File: src/rtl/hazard_ctrl.sv
`default_nettype none
// ============================================================================
// Module   : hazard_ctrl
// Purpose  : RV32I 5-stage stall/flush/forwarding control with MEM-wait FSM
// Revision : 1.0
// ============================================================================
module hazard_ctrl #(
    parameter int MEM_TIMEOUT = 64
) (
    input  logic        i_clk,
    input  logic        i_rst_n,
    input  logic [4:0]  rs1D,
    input  logic [4:0]  rs2D,
    input  logic [4:0]  rs1E,
    input  logic [4:0]  rs2E,
    input  logic [4:0]  rdE,
    input  logic        rd_wrenE,
    input  logic [1:0]  wb_selE,
    input  logic [4:0]  rdM,
    input  logic        rd_wrenM,
    input  logic [4:0]  rdW,
    input  logic        rd_wrenW,
    input  logic        pc_selE,
    input  logic        mem_reqM,
    input  logic        mem_ackM,
    output logic        stallF,
    output logic        stallD,
    output logic        stallE,
    output logic        stallM,
    output logic        flushD,
    output logic        flushE,
    output logic        flushW,
    output logic [1:0]  fwd_aE,
    output logic [1:0]  fwd_bE,
    output logic        mem_err,
    output logic [31:0] stall_cnt,
    output logic [31:0] flush_cnt
);

    typedef enum logic [0:0] {
        RUN  = 1'b0,
        WAIT = 1'b1
    } state_t;

    localparam logic [7:0] TMO_LAST = 8'(MEM_TIMEOUT - 1);

    state_t     state;
    state_t     state_nxt;
    logic [7:0] wcnt;
    logic [7:0] wcnt_nxt;
    logic       tmo;
    logic       mem_stall;
    logic       load_use;

    function automatic logic [1:0] fwd_sel(input logic [4:0] rs,
                                           input logic       wen_m,
                                           input logic [4:0] rd_m,
                                           input logic       wen_w,
                                           input logic [4:0] rd_w);
        if (wen_m && (rd_m != 5'd0) && (rd_m == rs))
            return 2'b10;
        else if (wen_w && (rd_w != 5'd0) && (rd_w == rs))
            return 2'b01;
        else
            return 2'b00;
    endfunction

    assign fwd_aE = fwd_sel(rs1E, rd_wrenM, rdM, rd_wrenW, rdW);
    assign fwd_bE = fwd_sel(rs2E, rd_wrenM, rdM, rd_wrenW, rdW);

    // Timeout release overrides the outstanding request so the pipeline moves on.
    assign tmo       = (state == WAIT) && (wcnt == TMO_LAST);
    assign mem_stall = mem_reqM & ~mem_ackM & ~tmo;
    assign load_use  = rd_wrenE & (wb_selE == 2'b01) & (rdE != 5'd0) &
                       ((rdE == rs1D) | (rdE == rs2D));
    assign mem_err   = tmo;

    always_comb begin
        stallF = 1'b0;
        stallD = 1'b0;
        stallE = 1'b0;
        stallM = 1'b0;
        flushD = 1'b0;
        flushE = 1'b0;
        flushW = 1'b0;
        if (mem_stall) begin
            stallF = 1'b1;
            stallD = 1'b1;
            stallE = 1'b1;
            stallM = 1'b1;
            flushW = 1'b1;
        end else if (pc_selE) begin
            flushD = 1'b1;
            flushE = 1'b1;
        end else if (load_use) begin
            stallF = 1'b1;
            stallD = 1'b1;
            flushE = 1'b1;
        end
    end

    always_comb begin
        state_nxt = state;
        wcnt_nxt  = wcnt;
        case (state)
            RUN: begin
                if (mem_stall) begin
                    state_nxt = WAIT;
                    wcnt_nxt  = 8'd1;
                end
            end
            WAIT: begin
                if (mem_ackM || tmo) begin
                    state_nxt = RUN;
                    wcnt_nxt  = 8'd0;
                end else begin
                    wcnt_nxt  = wcnt + 8'd1;
                end
            end
            default: begin
                state_nxt = RUN;
                wcnt_nxt  = 8'd0;
            end
        endcase
    end

    always_ff @(posedge i_clk or negedge i_rst_n) begin
        if (!i_rst_n) begin
            state     <= RUN;
            wcnt      <= 8'd0;
            stall_cnt <= 32'd0;
            flush_cnt <= 32'd0;
        end else begin
            state <= state_nxt;
            wcnt  <= wcnt_nxt;
            if (stallF)
                stall_cnt <= stall_cnt + 32'd1;
            if (flushE)
                flush_cnt <= flush_cnt + 32'd1;
        end
    end

endmodule
`default_nettype wire
File: config.mk
export PLATFORM = sky130hd
export DESIGN_NAME = hazard_ctrl
export DESIGN_NICKNAME = d
export VERILOG_FILES = /design/src/rtl/hazard_ctrl.sv
export SDC_FILE = /design/constraint.sdc
export NUM_CORES = 1
export LEC_CHECK = 0
export BUFFER_PORTS_ARGS = -buffer_cell sky130_fd_sc_hd__buf_2
export CAP_MARGIN = 20
export CORE_MARGIN = 4
export CORE_UTILIZATION = 51
export DETAILED_ROUTE_END_ITERATION = 10
export PLACE_DENSITY = 0.8
export SYNTH_ARGS = -nofsm -noshare
export SYNTH_HDL_FRONTEND = slang
export SYNTH_SLANG_ARGS = --single-unit
File: constraint.sdc
create_clock -name i_clk -period 3.5 [get_ports i_clk]
set_input_delay 0.7 -clock i_clk [delete_from_list [all_inputs] [get_ports i_clk]]
set_output_delay 0.7 -clock i_clk [all_outputs]
set_load 0.1 [all_outputs]
== After elaboration in Yosys (flattened, before gate mapping) ==
Cells that the tools add are included.

* Order comparisons: 0
* $mul: 0
* Shifts and indexed selects: 0
* Bitwise operators: 9
* Mux-type cells: 17
* Reduce and logical (&&, ||, !) cells: 11
* $add $sub $neg: 3
* Div/mod/pow operators: 0
* Equality and inequality tests: 9

{| class="wikitable"
|+ Operators with widths
! kind !! number
|-
| 32-bit by 1-bit adder with 32-bit output, second input constant || 2
|-
| 5-bit == test || 6
|-
| 8-bit two-way mux || 2
|-
| 8-bit one-hot mux with 2 select lines || 1
|-
| 5-bit nonzero test || 3
|-
| 1-bit two-way mux || 11
|-
| 8-bit by 1-bit adder with 8-bit output, second input constant || 1
|-
| 8-bit by 6-bit == test with 1-bit output, second input constant || 1
|-
| 1-bit logical AND || 7
|-
| 1-bit bitwise AND || 5
|-
| 2-bit two-way mux || 2
|-
| 1-bit inverter || 3
|-
| 2-bit by 1-bit == test with 1-bit output, second input constant || 1
|-
| 2-bit inequality test, second input constant || 1
|-
| 1-bit one-hot mux with 2 select lines || 1
|-
| 1-bit logical OR || 1
|-
| 1-bit OR || 1
|}

* Memories: 0
* Logic and storage cells: 53
* Input port bits: 45
* Register bits: 73
* Memory bits (read-only): 0
* Latch bits: 0
* Bits in writable memories: 0
* Output and inout port bits: 76

== Logic depth before layout (Yosys ltp) ==
* Depth after elaboration: 7
* Gate-level depth with buffers: 10

== Least setup slack after synthesis ==
Ideal clock, no wire load.

* Kind: input-to-output
* Start: in rdM[4]
* End: out fwd_aE[0]
* Buffers on the path: 0
* Stages on the path: 4
* Required time: 2.800 ns
* Arrival: 5.903 ns
* Setup slack: -3.103 ns
* Cell sequence: xnor2_1 > nand3_1 > nor4_1 > nor4_1

* Cells in the longest elaborated chain, start to end: 4
* Elaborated cells on any way between the ends: 5

{| class="wikitable"
|+ RTL lines
! item !! line !! RTL
|-
| start: declaration || 19 || <nowiki>input logic [4:0] rdM,</nowiki>
|-
| 5-bit nonzero test || 60 || <nowiki>if (wen_m && (rd_m != 5'd0) && (rd_m == rs))</nowiki>
|-
| 1-bit logical AND || 60 ||
|-
| 1-bit logical AND * || 60 ||
|-
| 2-bit two-way mux * || 60 ||
|-
| end: declaration || 33 || <nowiki>output logic [1:0] fwd_aE,</nowiki>
|}

Every way passes the cells marked *; elsewhere a longest branch is shown, timed or not.

== Worst setup path in the final report ==
* Start: reg wcnt[0]
* End: out flushE

* Cells in the longest elaborated chain, start to end: 5

{| class="wikitable"
|+ RTL lines
! item !! line !! RTL
|-
| start: declaration || 49 || <nowiki>logic [7:0] wcnt;</nowiki>
|-
| start signal: assignment || 135 || <nowiki>wcnt <= wcnt_nxt;</nowiki>
|-
| 8-bit by 6-bit == test with 1-bit output || 72 || <nowiki>assign tmo = (state == WAIT) && (wcnt == TMO_LAST);</nowiki>
|-
| 1-bit logical AND || 72 ||
|-
| 1-bit inverter || 73 || <nowiki>assign mem_stall = mem_reqM & ~mem_ackM & ~tmo;</nowiki>
|-
| 1-bit bitwise AND || 73 ||
|-
| 1-bit two-way mux || 86 || <nowiki>if (mem_stall) begin</nowiki>
|-
| end: declaration || 31 || <nowiki>output logic flushE,</nowiki>
|}

Every way passes these cells.

==> impl_summary.md <==
Run status
The flow ran to the end, and the final reports show no timing, DRC or antenna violations.

Route
The initial detailed-routing violation count is 151. The pre-antenna-repair detailed-routing pass consisted of 4 iterations. Using the TritonRoute via totals, the vias-per-cell ratio works out to 5.52. The average detailed-routed wire length per instance is 15.5 µm. The DRC violation count after routing is 0.

After detailed routing, the met3 layer carries 675 µm of wire. After detailed routing, the total wire length is 9380 µm. After detailed routing, the met2 layer carries 4510 µm of wire. The sum of routed wire segments on met1 is 4050 µm. The antenna violation net count after detailed routing is 0. Routed signal wires occupy layers up through met4. The vias after detailed routing is 3,334.

Synthesis
The async set-or-reset flop fraction in the synthesized netlist is 100%. The synthesized-area fraction occupied by xor and xnor cells is 21.2%. The main combinational cell family by area after synthesis is simple AND/OR/NAND/NOR gates. The part of the Yosys area used for sequential elements is 47.7%. In this run, synthesis inferred 0 flip-flops with an integrated enable.

The fraction of the mapped netlist area in compound gates is 4.05%. The netlist area before placement is 3830 µm². Sorting the synthesized cells by area gives the leading types as sky130_fd_sc_hd__dfrtp_1 48%, sky130_fd_sc_hd__xnor2_1 14%, sky130_fd_sc_hd__xor2_1 6.4%. Summed over all instances, the cell type with the most area after synthesis is sky130_fd_sc_hd__dfrtp_1.

After synthesis, the largest area contributor takes up 47.7% of total cell area. The share of synthesized cell area in and, or, nand and nor gates is 23.5%. The distinct cell type count of the synthesized netlist is 40. The cell count after synthesis came out at 375. The synthesized area divided by synthesized cell count is 10.2 µm².

The number of nets in the synthesized netlist is 423. The primary flip-flop cell chosen by synthesis mapping is sky130_fd_sc_hd__dfrtp_1. During synthesis, Yosys emitted a total of 0 warnings. Yosys instantiated no cell more often than sky130_fd_sc_hd__dfrtp_1.

The share of synthesized area spent on multiplexers is 0%. The register bit count reported by yosys is 73. The share of synthesized cell area in full adder, half adder and majority cells is 0.979%. In the synthesized netlist, the cells that appear most often are 73 x sky130_fd_sc_hd__dfrtp_1, 63 x sky130_fd_sc_hd__xnor2_1, 33 x sky130_fd_sc_hd__nand4_1.

Clock network
Once the clock tree was built, the setup fixing pass inserted 0 buffers. The maximum count of clock buffers along a single path is 2. The maximum level of the CTS H-tree is 3.

After clock tree synthesis, the clock-pin slew on the worst setup and hold paths is 0.09 ns. CTS placed an instance of sky130_fd_sc_hd__clkbuf_8 at the clock tree root. For this design, the CTS-stage hold fixing added 0 buffers. Post-CTS repair changed the size of 0 cells.

Clock tree synthesis inserted a total of 9 buffers. For the worst-skew pair, the clock arrives at the later sink with an insertion delay of 0.35 ns. TritonCTS built the clock tree. The sink count of the clock tree is 73.

STA
The shortest clock period the worst path allows after layout is 3.12 ns. For the pin with the worst max-slew slack, the measured transition is 0.621 ns. Across the routed clock network, the largest skew measured is 0.0130 ns. Setup repair after global routing left no endpoint under its margin. The final number of max-transition violations came to 0. The final cycle utilization of the critical path is 89.2%. Adding up every negative setup slack in the final design gives 0 ns. The worst pin sits at a relative slew slack of 58.5%. The highest clock frequency the design can meet is 320 MHz. Setup violations remaining at the end of the flow were counted as 0. The final count of hold timing violations is 0.

Power and ir drop
The highest ir drop seen on vdd is 0.371 mV. In this run the static leakage power is 2.35 nW. For this design the ratio of total power to cell area is 577 nW/µm².

Layout
Measured on the finished design, the core utilization comes to 66.6%. The net count of the finished layout is 548. The area growth from synthesis to layout is 26.8%. The antenna diode count is 0. Of the cells placed in the final design, the portion with a size suffix greater than 1 is 31.3%. The post-route cell area is 4860 µm².

Setup path
At the worst endpoint, the required time is 2.80 ns. STA classifies the critical path endpoint as a primary output. By startpoint and endpoint, the worst setup path is classified as reg2out.

The startpoint type of the worst setup path is a register. For the worst setup path, the data arrival time is 2.42 ns. The peak fanout along the critical path is 6.

GRT
The first-pass GRT wire length is 15,300 µm. The via count of the first global-routing pass was 3,296. The pin count of the biggest net entering global routing is 36. The initial antenna violation count was 0.

In the global route stage, overall resource usage came out at 21.6%. Summed over all layers, the global routing overflow is 0.

Placed design
At the end of routability-driven placement, the weighted congestion stood at 0.862. In this run the tool buffered the top-level ports with 120 buffer cells. The placed instances occupy a cell area of 4620 µm². Detailed placement finished with a half-perimeter wire length of 7070 µm.

Floorplanning
For this design the top-level I/O count stands at 121. The die covers 8970 µm². In this run the horizontal extent of the chip is 94.7 µm. The initial utilization of the core area, before any placement, comes to 52.6%. The floorplan step set the die height to 94.7 µm. The initialized floorplan defines 31 standard-cell rows.

The placeable core region is 7290 µm².

Hold path
The min-delay analysis places its worst path in the category in2async.

Job
The number of violations of the max-capacitance limit is 0.
[cell usage in the layout, fill, tap and decap left out, types with 5 or more instances in the layout]
master	n
sky130_fd_sc_hd__clkbuf_8	9
sky130_fd_sc_hd__nor4_1	7
sky130_fd_sc_hd__nor3_1	7
sky130_fd_sc_hd__dfrtp_1	73
sky130_fd_sc_hd__xor2_1	28
sky130_fd_sc_hd__inv_1	8
sky130_fd_sc_hd__buf_2	120
sky130_fd_sc_hd__nand4_1	33
sky130_fd_sc_hd__or4_1	5
sky130_fd_sc_hd__o21ai_0	11
sky130_fd_sc_hd__buf_4	7
sky130_fd_sc_hd__xnor2_1	63
sky130_fd_sc_hd__nand3_1	22
sky130_fd_sc_hd__and2_1	6
sky130_fd_sc_hd__and3_1	21
sky130_fd_sc_hd__nand2_1	29
sky130_fd_sc_hd__nor2_1	14
[flip-flops by register name (all words and copies together) (netlist names)]
register and count:
flush_cnt 32, stall_cnt 32, wcnt 8, state 1
[metrics by stage]
| stage | hold slack (ns) | power, mW | setup WS (ns) | cells |
|---|---|---|---|---|
| after floorplan | 0.404 | 1.81 | 0.0505 | 375 |
| after global placement | 0.456 | 2.00 | 0.485 | 588 |
| after detailed placement | 0.471 | 2.02 | 0.473 | 588 |
| after CTS | 0.247 | 2.82 | 0.350 | 604 |
| after global routing | 0.259 | 2.91 | 0.212 | 604 |
| final | 0.240 | 2.80 | 0.378 | 604 |
[report_power, final]
| group | total, mW | internal (mW) | switching (mW) |
|---|---|---|---|
| clock network | 0.799 | 0.473 | 0.326 |
| logic | 0.964 | 0.179 | 0.786 |
| registers | 1.04 | 0.924 | 0.115 |
[final cells by class]
cell class                 instances  area (µm²)
timing repair buffer             127         653
clock buffer                       9         124
clock inverter                     7         119
inverter                          10        37.5
fill                             570        2430
sequential                        73        1830
multi-input combinational        279        1970
tap                               99         124
[worst paths after layout]
check | startpoint | endpoint | slack (ns) | depth (start not counted)
hold / removal | i_rst_n | flush_cnt[15]$_DFFE_PN0P_ | 0.24 | 1
hold reg to reg | stall_cnt[31]$_DFFE_PN0P_ | stall_cnt[31]$_DFFE_PN0P_ | 0.49 | 1
max in group asynchronous | i_rst_n | flush_cnt[20]$_DFFE_PN0P_ | 2.49 | 2
setup reg to reg | wcnt[0]$_DFFE_PN0P_ | flush_cnt[16]$_DFFE_PN0P_ | 0.90 | 9
setup / recovery | wcnt[0]$_DFFE_PN0P_ | flushE | 0.38 | 8
min in group i_clk | stall_cnt[31]$_DFFE_PN0P_ | stall_cnt[31]$_DFFE_PN0P_ | 0.49 | 1
[cells by family (layout without fill, tap and decap cells)]
group | after synthesis | after routing
AO/OA/AOI/OAI | 22 | 22
XOR/XNOR | 92 | 92
adder cells (fa/ha/maj) | 3 | 3
buffers and inverters | 23 | 153
flip-flops | 73 | 73
AND/OR/NAND/NOR | 162 | 162
[worst max-delay path, stage by stage, from the launching register on]
cell and delay (ns):
sky130_fd_sc_hd__dfrtp_1 0.39, sky130_fd_sc_hd__ha_1 0.23, sky130_fd_sc_hd__nand3_1 0.23, sky130_fd_sc_hd__o311ai_4 0.37, sky130_fd_sc_hd__inv_2 0.11, sky130_fd_sc_hd__nor2_2 0.13, sky130_fd_sc_hd__a21oi_2 0.09, sky130_fd_sc_hd__inv_2 0.09
sky130_fd_sc_hd__buf_2 0.42
[metal layers]
layer	vias up	GRT usage [%]
li1	1579	-
met3	17	5.10
met2	120	34.8
met1	1618	28.2
met5	-	0
met4	0	8.17
No activity file was read; power rests on OpenSTA's default activity.
